--- src/rtl/square_decode.sv ---
// Square-wave tone decoder: recovers half_period and high-level volume from a sample stream.
// Optional no-edge timeout is enabled by defining SQUARE_DECODE_TIMEOUT_EN.
module square_decode #(
   parameter logic [20:0] TIMEOUT = 21'h1FFFFF
) (
   input  logic        clock,
   input  logic        reset_n,
   input  logic        enable,
   input  logic [15:0] sample,
   output logic [20:0] half_period,
   output logic [15:0] volume,
   output logic        locked,
   output logic        valid,
   output logic        timeout,
   output logic [1:0]  dbg_state
);

   typedef enum logic [1:0] {S_IDLE, S_SEEK, S_MEAS, S_LOCK} state_t;

   localparam logic [20:0] CNT_MAX = 21'h1FFFFF;

   state_t      state_q, state_d;
   logic [15:0] sample_q;
   logic        lvl_q;
   logic [20:0] cnt_q, cnt_d;
   logic [20:0] m_prev_q, m_prev_d;
   logic        m_seen_q, m_seen_d;
   logic [15:0] vol_cap_q, vol_cap_d;
   logic [15:0] vol_prev_q, vol_prev_d;
   logic        vol_seen_q, vol_seen_d;
   logic [20:0] half_period_q, half_period_d;
   logic [15:0] volume_q, volume_d;
   logic        locked_q, locked_d;
   logic        valid_q, valid_d;
   logic        timeout_q, timeout_d;

   logic level, edge_det, rise, fall, vol_match, timeout_hit, clear_all;

   assign level     = (sample_q != 16'd0);
   assign edge_det  = (level != lvl_q);
   assign rise      = edge_det & level;
   assign fall      = edge_det & ~level;
   // Volume is only meaningful on falling edges, once a high phase has been captured.
   assign vol_match = ~fall | ~vol_seen_q | (vol_cap_q == vol_prev_q);

`ifdef SQUARE_DECODE_TIMEOUT_EN
   assign timeout_hit = (state_q != S_IDLE) && !edge_det && (cnt_q == TIMEOUT);
`else
   logic unused_timeout;
   assign unused_timeout = ^TIMEOUT;
   assign timeout_hit    = 1'b0;
`endif

   always_comb begin
      state_d       = state_q;
      cnt_d         = edge_det ? 21'd0 : ((cnt_q == CNT_MAX) ? cnt_q : cnt_q + 21'd1);
      m_prev_d      = m_prev_q;
      m_seen_d      = m_seen_q;
      vol_cap_d     = rise ? sample_q : vol_cap_q;
      vol_prev_d    = vol_prev_q;
      vol_seen_d    = vol_seen_q;
      half_period_d = half_period_q;
      volume_d      = volume_q;
      locked_d      = locked_q;
      valid_d       = 1'b0;
      timeout_d     = edge_det ? 1'b0 : timeout_q;
      clear_all     = 1'b0;

      if (fall && (state_q == S_MEAS || state_q == S_LOCK)) begin
         vol_prev_d = vol_cap_q;
         vol_seen_d = 1'b1;
      end

      case (state_q)
         S_IDLE: begin
            clear_all = 1'b1;
            state_d   = S_SEEK;
         end
         S_SEEK: begin
            if (edge_det) state_d = S_MEAS;
         end
         S_MEAS: begin
            if (edge_det) begin
               m_prev_d = cnt_q;
               m_seen_d = 1'b1;
               if (m_seen_q && cnt_q == m_prev_q && vol_match) begin
                  state_d       = S_LOCK;
                  half_period_d = cnt_q;
                  volume_d      = vol_cap_q;
                  locked_d      = 1'b1;
                  valid_d       = 1'b1;
               end
            end
         end
         S_LOCK: begin
            if (edge_det) begin
               if (cnt_q == half_period_q && vol_match) begin
                  valid_d = 1'b1;
               end else begin
                  state_d  = S_MEAS;
                  locked_d = 1'b0;
                  m_prev_d = cnt_q;
               end
            end
         end
         default: state_d = S_IDLE;
      endcase

      if (timeout_hit) begin
         state_d       = S_SEEK;
         half_period_d = 21'd0;
         volume_d      = 16'd0;
         locked_d      = 1'b0;
         valid_d       = 1'b0;
         timeout_d     = 1'b1;
         m_seen_d      = 1'b0;
         vol_seen_d    = 1'b0;
      end

      // Dropping enable overrides any edge seen in the same clock.
      if (clear_all || !enable) begin
         cnt_d         = 21'd0;
         m_prev_d      = 21'd0;
         m_seen_d      = 1'b0;
         vol_cap_d     = 16'd0;
         vol_prev_d    = 16'd0;
         vol_seen_d    = 1'b0;
         half_period_d = 21'd0;
         volume_d      = 16'd0;
         locked_d      = 1'b0;
         valid_d       = 1'b0;
         timeout_d     = 1'b0;
      end
      if (!enable) state_d = S_IDLE;
   end

   always_ff @(posedge clock or negedge reset_n) begin
      if (!reset_n) begin
         state_q       <= S_IDLE;
         sample_q      <= 16'd0;
         lvl_q         <= 1'b0;
         cnt_q         <= 21'd0;
         m_prev_q      <= 21'd0;
         m_seen_q      <= 1'b0;
         vol_cap_q     <= 16'd0;
         vol_prev_q    <= 16'd0;
         vol_seen_q    <= 1'b0;
         half_period_q <= 21'd0;
         volume_q      <= 16'd0;
         locked_q      <= 1'b0;
         valid_q       <= 1'b0;
         timeout_q     <= 1'b0;
      end else begin
         state_q       <= state_d;
         sample_q      <= sample;
         lvl_q         <= level;
         cnt_q         <= cnt_d;
         m_prev_q      <= m_prev_d;
         m_seen_q      <= m_seen_d;
         vol_cap_q     <= vol_cap_d;
         vol_prev_q    <= vol_prev_d;
         vol_seen_q    <= vol_seen_d;
         half_period_q <= half_period_d;
         volume_q      <= volume_d;
         locked_q      <= locked_d;
         valid_q       <= valid_d;
         timeout_q     <= timeout_d;
      end
   end

   assign half_period = half_period_q;
   assign volume      = volume_q;
   assign locked      = locked_q;
   assign valid       = valid_q;
   assign timeout     = timeout_q;
   assign dbg_state   = state_q;

endmodule

--- config.mk ---
export PLATFORM = sky130hd
export DESIGN_NAME = square_decode
export DESIGN_NICKNAME = d
export VERILOG_FILES = /design/src/rtl/square_decode.sv
export SDC_FILE = /design/constraint.sdc
export NUM_CORES = 1
export LEC_CHECK = 0
export ABC_AREA = 1
export BUFFER_PORTS_ARGS = -buffer_cell sky130_fd_sc_hd__buf_2
export CORE_MARGIN = 5
export CORE_UTILIZATION = 50
export CTS_BUF_LIST = sky130_fd_sc_hd__clkbuf_8
export DETAILED_ROUTE_END_ITERATION = 7
export PLACE_DENSITY = 0.69
export SLEW_MARGIN = 20
export SYNTH_ARGS = -nofsm -noshare
export SYNTH_HDL_FRONTEND = slang
export SYNTH_SLANG_ARGS = --single-unit
--- constraint.sdc ---
create_clock -name clock -period 2.65 [get_ports clock]
set_input_delay 0 -clock clock [delete_from_list [all_inputs] [get_ports clock]]
set_output_delay 0 -clock clock [all_outputs]
set_load 0.01 [all_outputs]
; ---- Word-level counts from Yosys, hierarchy flattened
; Index checks and enable logic that the tools add are counted.
[word_totals]
romBits = 0
inputBits = 19
output_inout_bits = 42
reg_bits = 135
mem_bits_rw = 0
latchBits = 0
n_memories = 0
[op_classes]
n_lt_le_gt_ge = 0
shifts = 0
muxes = 47
n_bitwise = 7
n_eq_ne = 18
n_mul = 0
reduce_logical = 20
div = 0
addsub = 1
[ops]
columns = operator, count
row1 = 21-bit 2-to-1 mux, 11
row2 = 16-bit 2-to-1 mux, 8
row3 = 21-bit equality test, 2
row4 = 21-bit case mux with 2 select lines, 1
row5 = 21-bit by 1-bit adder with 21-bit output (second input constant), 1
row6 = 21-bit equality test (second input constant), 1
row7 = 1-bit 2-to-1 mux, 18
row8 = 16-bit equality test, 1
row9 = 16-bit nonzero test, 1
row10 = 3-bit by 2-bit inequality test with 1-bit output (second input constant), 5
row11 = 2-bit 2-to-1 mux, 6
row12 = 3-bit inequality test (second input constant), 4
row13 = 5-bit AND reduction, 2
row14 = 2-bit nonzero test, 5
row15 = 2-bit case mux with 4 select lines, 1
row16 = 2-bit equality test (second input constant), 2
row17 = 1-bit logical AND, 4
row18 = 1-bit case mux with 2 select lines, 2
row19 = 4-bit AND reduction, 1
row20 = 3-bit by 1-bit inequality test with 1-bit output (second input constant), 1
row21 = 1-bit inverter, 3
row22 = 3-bit AND reduction, 1
row23 = 3-bit nonzero test, 1
row24 = 1-bit bitwise AND, 2
row25 = other kinds (7), 9

; ---- Depth between registers and ports, before layout
[depth]
depth_word = 11
depth_mapped = 15
ltp_nobuf = 14

; ---- Worst setup path before layout
; Ideal clock, no wire load.
[synth_timing]
kind = reg2reg
start = register sample_q[0]
end = register half_period_q[16], in the netlist half_period[16]
period_less_slack_ps = 2161
setup_slack_ps = 489
arrival_ps = 2044
path_stages_with_launch = 12
path_cell_list = dfrtp_1 nor4_1 nand4_1 ha_1 inv_1 nor2_4 a21oi_1 a21boi_4 inv_2 buf_2 nand2_1 nand2_1
[synth_via]
elab_chain_len = 9
elab_cells_between_ends = 11
[synth_lines]
columns = item, line_no
row1 = start: declaration, 23  ; logic [15:0] sample_q;
row2 = start signal: assignment, 155  ; sample_q <= sample;
row3 = 16-bit nonzero test (*), 39  ; assign level = (sample_q != 16'd0);
row4 = named net level, 37  ; logic level, edge_det, rise, fall, vol_match, timeout_hit, clear_all;
row5 = 1-bit inequality test / 1-bit inverter (equally long branches), "40, 42"
row6 = 1-bit bitwise AND, 42  ; assign fall = edge_det & ~level;
row7 = 1-bit inverter, 44  ; assign vol_match = ~fall | ~vol_seen_q | (vol_cap_q == vol_prev_q);
row8 = 1-bit bitwise OR (2 in series), 44
row9 = 1-bit logical AND, 86  ; if (m_seen_q && cnt_q == m_prev_q && vol_match) begin
row10 = 2-bit nonzero test (no line), n/a
row11 = 3-bit AND reduction (no line) (*), n/a
row12 = end signal: assignment, 163  ; half_period_q <= half_period_d;
row13 = end: declaration, 31  ; logic [20:0] half_period_q, half_period_d;
; Mark *: on every way through the listed nets, which the timed path passes. The rest lies on a longest branch.
; A chain may end at the register's enable or synchronous reset.

; ---- Worst setup path after layout
[layout_timing]
start = register sample_q[8]
end = register half_period_q[9], in the netlist half_period[9]
; Same word-level chain as after synthesis.

==> flow_results.xml <==
<?xml version="1.0" encoding="UTF-8"?>
<metrics>
  <group name="sta">
    <metric name="period_needed" unit="ns">2.404</metric>
    <metric name="finalMaxSlewViolations" unit="">0</metric>
    <metric name="timing.fmax" unit="MHz">416.0</metric>
    <metric name="timing.final.hold_violations" unit="">0</metric>
    <metric name="max_slew.worst_pin.slew" unit="ns">0.6959</metric>
    <metric name="finClkSkew" unit="ns">0.01417</metric>
    <metric name="hold_slack_final" unit="ns">0.03855</metric>
    <metric name="relSlewSlack" unit="%">53.22</metric>
    <metric name="setup-tns-final" unit="ns">0</metric>
    <metric name="timing.final.crit_share" unit="%">90.72</metric>
    <metric name="rsz0062_at_grt" unit="">no</metric>
    <metric name="setup_viol_count_final" unit="">0</metric>
  </group>
  <group name="yosys">
    <metric name="synth-seq-cells" unit="">134</metric>
    <metric name="mappedNetlistArea" unit="mm^2">0.006852</metric>
    <metric name="mappedNetlistNets" unit="">971</metric>
    <metric name="yosysWarnings" unit="">0</metric>
    <metric name="synth_enable_flop_cells" unit="">0</metric>
    <metric name="syn_area_per_cell" unit="um^2">7.220</metric>
    <metric name="postSynth.topFlopCell" unit="">sky130_fd_sc_hd__dfrtp_1</metric>
    <metric name="async_sr_flop_fraction" unit="%">100.0</metric>
    <metric name="synth.cells.most_frequent" unit="">sky130_fd_sc_hd__nand2_1, sky130_fd_sc_hd__nor2_1, sky130_fd_sc_hd__dfrtp_1</metric>
    <metric name="ys_types" unit="">34</metric>
    <metric name="top_post_synthesis_cells_by_area" unit="">sky130_fd_sc_hd__dfrtp_1, sky130_fd_sc_hd__nand2_1, sky130_fd_sc_hd__nor2_1, sky130_fd_sc_hd__inv_1, sky130_fd_sc_hd__o21ai_0</metric>
    <metric name="synth.most_common_cell" unit="">sky130_fd_sc_hd__nand2_1</metric>
    <metric name="netlist.top_cell.by_area" unit="">sky130_fd_sc_hd__dfrtp_1</metric>
    <metric name="postSynthCellCount" unit="">949</metric>
    <metric name="yosys.area.top_type_share" unit="%">48.94</metric>
    <metric name="ys_seq_area_share" unit="%">48.94</metric>
  </group>
  <group name="die">
    <metric name="die_area" unit="mm^2">0.01614</metric>
    <metric name="floorplan.io_pins" unit="">61</metric>
    <metric name="die_h" unit="um">127.1</metric>
    <metric name="die_width" unit="um">127.1</metric>
    <metric name="initial_core_util" unit="%">51.33</metric>
    <metric name="fp.coreArea" unit="mm^2">0.01335</metric>
    <metric name="rows" unit="">42</metric>
  </group>
  <group name="route">
    <metric name="vias_per_cell" unit="">5.117</metric>
    <metric name="drt-wirelength-per-cell" unit="um">14.82</metric>
    <metric name="drc" unit="">0</metric>
    <metric name="postRouteAntennaNets" unit="">0</metric>
    <metric name="detail_route.first_pass.iterations" unit="">5</metric>
    <metric name="detail_route.wirelength" unit="um">18080</metric>
    <metric name="drtIter0Drc" unit="">550</metric>
    <metric name="dr_vias" unit="">6243</metric>
  </group>
  <group name="critical_path">
    <metric name="critPathLaunchType" unit="">flip-flop</metric>
    <metric name="max_stage_delay" unit="ns">0.42</metric>
    <metric name="timing.critical_path.slowest_stage_cell" unit="">sky130_fd_sc_hd__dfrtp_1</metric>
    <metric name="critical_path_class" unit="">reg -&gt; reg</metric>
    <metric name="worst_ep_required_time" unit="ns">3.04</metric>
    <metric name="path_common_cell" unit="">sky130_fd_sc_hd__buf_12</metric>
    <metric name="crit_buf_inv" unit="">3</metric>
    <metric name="reg2reg_from" unit="">sample_q[8]$_DFF_PN0_</metric>
    <metric name="critical_path.max_fanout" unit="">28</metric>
    <metric name="worst_setup_path_startpoint" unit="">sample_q[8]$_DFF_PN0_</metric>
    <metric name="cpLargestDelayFamily" unit="">simple AND/OR/NAND/NOR gates</metric>
    <metric name="path_cells" unit="">nor4_1 &gt; nand4_1 &gt; ha_1 &gt; inv_1 &gt; nor2_4 &gt; a21oi_1 &gt; a21boi_4 &gt; buf_12 &gt; buf_12 &gt; nand2_1 &gt; o21ai_1</metric>
    <metric name="timing.critical_path.arrival" unit="ns">2.79</metric>
    <metric name="worstSetupEndpointType" unit="">flip-flop</metric>
  </group>
  <group name="place">
    <metric name="finalWeightedCongestion" unit="">0.9595</metric>
    <metric name="dpl.hpwl" unit="um">13250</metric>
    <metric name="placement.io_buffers" unit="">59</metric>
    <metric name="post_dp_cell_area" unit="mm^2">0.007383</metric>
    <metric name="post-place-cells" unit="">1168</metric>
  </group>
  <group name="global_route">
    <metric name="groute.layer.met3.usage" unit="%">5.801</metric>
    <metric name="grt.met1_usage" unit="%">33.75</metric>
    <metric name="tot_gr_track_use" unit="%">23.66</metric>
    <metric name="gr-usage-met2" unit="%">35.31</metric>
    <metric name="grt_first_pass_wirelength" unit="um">29930</metric>
    <metric name="grt_remaining_overflow" unit="">0</metric>
    <metric name="number_of_global_route_vias_before_repair" unit="">5974</metric>
    <metric name="global_route.peak_usage_layer" unit="">met2</metric>
    <metric name="grt_max_degree" unit="">84</metric>
    <metric name="number_of_antenna_violations_at_the_first_check_in_global_routing" unit="">0</metric>
  </group>
  <group name="power_and_ir_drop">
    <metric name="total_power" unit="uW">5032</metric>
    <metric name="ir_drop" unit="mV">0.4207</metric>
    <metric name="static-leakage-power" unit="uW">0.004136</metric>
    <metric name="power.density" unit="mW/mm^2">630.1</metric>
  </group>
  <group name="finish">
    <metric name="final_area" unit="mm^2">0.007986</metric>
    <metric name="area_growth_syn_to_layout" unit="%">16.56</metric>
    <metric name="final_net_count" unit="">1053</metric>
    <metric name="final.fill_count" unit="">1247</metric>
    <metric name="final-instance-count-excl-fill" unit="">1220</metric>
    <metric name="post_route_cells_drive_above_1_share" unit="%">11.78</metric>
    <metric name="num_antenna_cells" unit="">0</metric>
  </group>
  <group name="cts">
    <metric name="clock_path_buffers" unit="">2</metric>
    <metric name="clock-root-buffer" unit="">sky130_fd_sc_hd__clkbuf_8</metric>
    <metric name="clock_tree_from_tritoncts" unit="">done</metric>
    <metric name="cts_buffers" unit="">17</metric>
    <metric name="clk-insertion-delay-late" unit="ns">0.47</metric>
    <metric name="clock_tree.htree_level_count" unit="">4</metric>
    <metric name="clkSlewWorstSetupHoldPaths" unit="ns">0.09</metric>
    <metric name="cts_num_sinks" unit="">134</metric>
  </group>
  <group name="run_status">
    <metric name="outcome" unit="">completed</metric>
  </group>
  <group name="run">
    <metric name="cap_viol_max_count" unit="">0</metric>
  </group>
  <group name="worst_hold_path">
    <metric name="timing.hold.worst.class" unit="">in -&gt; async</metric>
  </group>
</metrics>
[report_power, final]
part | internal, uW | switching [uW] | leakage [uW]
Clock | 791 | 895 | 0.000197
Sequential | 2090 | 72.2 | 0.00183
Combinational | 377 | 807 | 0.00211
[stage by stage]
stage | utilization [%] | worst slack, ns
finish | 59.83 | 0.2461
global placement | 55.32 | 0.2133
detailed placement | 55.32 | 0.1094
global route | 59.83 | 0.01028
CTS | 59.58 | 0.09320
floorplan | - | 0.4894
[layer usage]
layer | share of wire [%] | vias to the layer above
met1 | 48 | 2881
met4 | 2.6 | 0
met2 | 42 | 217
met5 | 0 | -
met3 | 6.6 | 35
li1 | - | 3110
[layout make-up]
type / instances / area, um^2 / area share [%]
tap: 176 / 220.2 / 2.757
clock buffer: 18 / 247.7 / 3.102
multi-input combinational: 656 / 2879 / 36.05
sequential: 134 / 3353 / 41.99
inverter: 130 / 488.0 / 6.110
timing repair buffer: 92 / 656.9 / 8.225
clock inverter: 14 / 141.4 / 1.770
[state kept, by name (all words and copies together), names as in the netlist, 2 cells and up]
| register | count |
|---|---|
| dbg_state | 2 |
| volume | 16 |
| vol_prev_q | 16 |
| m_prev_q | 21 |
| vol_cap_q | 16 |
| sample_q | 16 |
| cnt_q | 21 |
| half_period | 21 |
[cells in the final DEF (no fill, tap or decap), types with 2 or more instances in the layout]
cell type                       netlist  final
sky130_fd_sc_hd__a21oi_1             13     13
sky130_fd_sc_hd__a31oi_1             21     21
sky130_fd_sc_hd__and3_1               2      2
sky130_fd_sc_hd__buf_12               0      5
sky130_fd_sc_hd__buf_2                8     58
sky130_fd_sc_hd__buf_4                5     10
sky130_fd_sc_hd__clkbuf_8             0     18
sky130_fd_sc_hd__clkinv_4             0      5
sky130_fd_sc_hd__dfrtp_1            134    134
sky130_fd_sc_hd__dlygate4sd3_1        0     18
sky130_fd_sc_hd__ha_1                 3      3
sky130_fd_sc_hd__inv_1              121    121
sky130_fd_sc_hd__inv_2                9      9
sky130_fd_sc_hd__inv_6                0      5
sky130_fd_sc_hd__nand2_1            331    331
sky130_fd_sc_hd__nand3_1             24     24
sky130_fd_sc_hd__nand3b_1             3      3
sky130_fd_sc_hd__nand4_1             14     14
sky130_fd_sc_hd__nor2_1             138    138
sky130_fd_sc_hd__nor3_1              10     10
sky130_fd_sc_hd__nor3b_1              7      7
sky130_fd_sc_hd__nor4_1               5      4
sky130_fd_sc_hd__nor4_2               1      2
sky130_fd_sc_hd__o21ai_0             46     46
sky130_fd_sc_hd__o21ai_1             21     21
sky130_fd_sc_hd__xnor2_1              2      2
sky130_fd_sc_hd__xor2_1               4      4
[cells by family after synthesis]
family                     count (synthesis)  share of synthesized area, %
DFF                                      134                         48.94
other                                      1                       0.05473
and+or+nand+nor                          540                         31.90
AOI/OAI and AO/OA                        106                         8.656
adders and majority gates                  3                        0.5479
buffers and inverters                    159                         9.131
xor gates and xnor gates                   6                        0.7670
[final timing paths]
kind	slack (ns)	cells after the start	to
min in group clock	0.17	2	sample_q[6]$_DFF_PN0_
min reg2reg	0.47	2	volume[14]$_DFFE_PN0P_
max in group asynchronous	1.81	3	m_prev_q[2]$_DFFE_PN0P_
min	0.04	2	half_period[14]$_DFFE_PN0P_
max	0.25	11	half_period[9]$_DFFE_PN0P_
max reg2reg	0.25	11	half_period[9]$_DFFE_PN0P_
[timing repair]
item | CTS | global route
resized for setup | 0 | 1
setup endpoints to repair | 0 | 37
hold buffers | 18 | 0
endpoints found under the hold margin | 153 | 0
setup buffers | 0 | 2
Note: power is estimated with default switching activity, not from simulation.
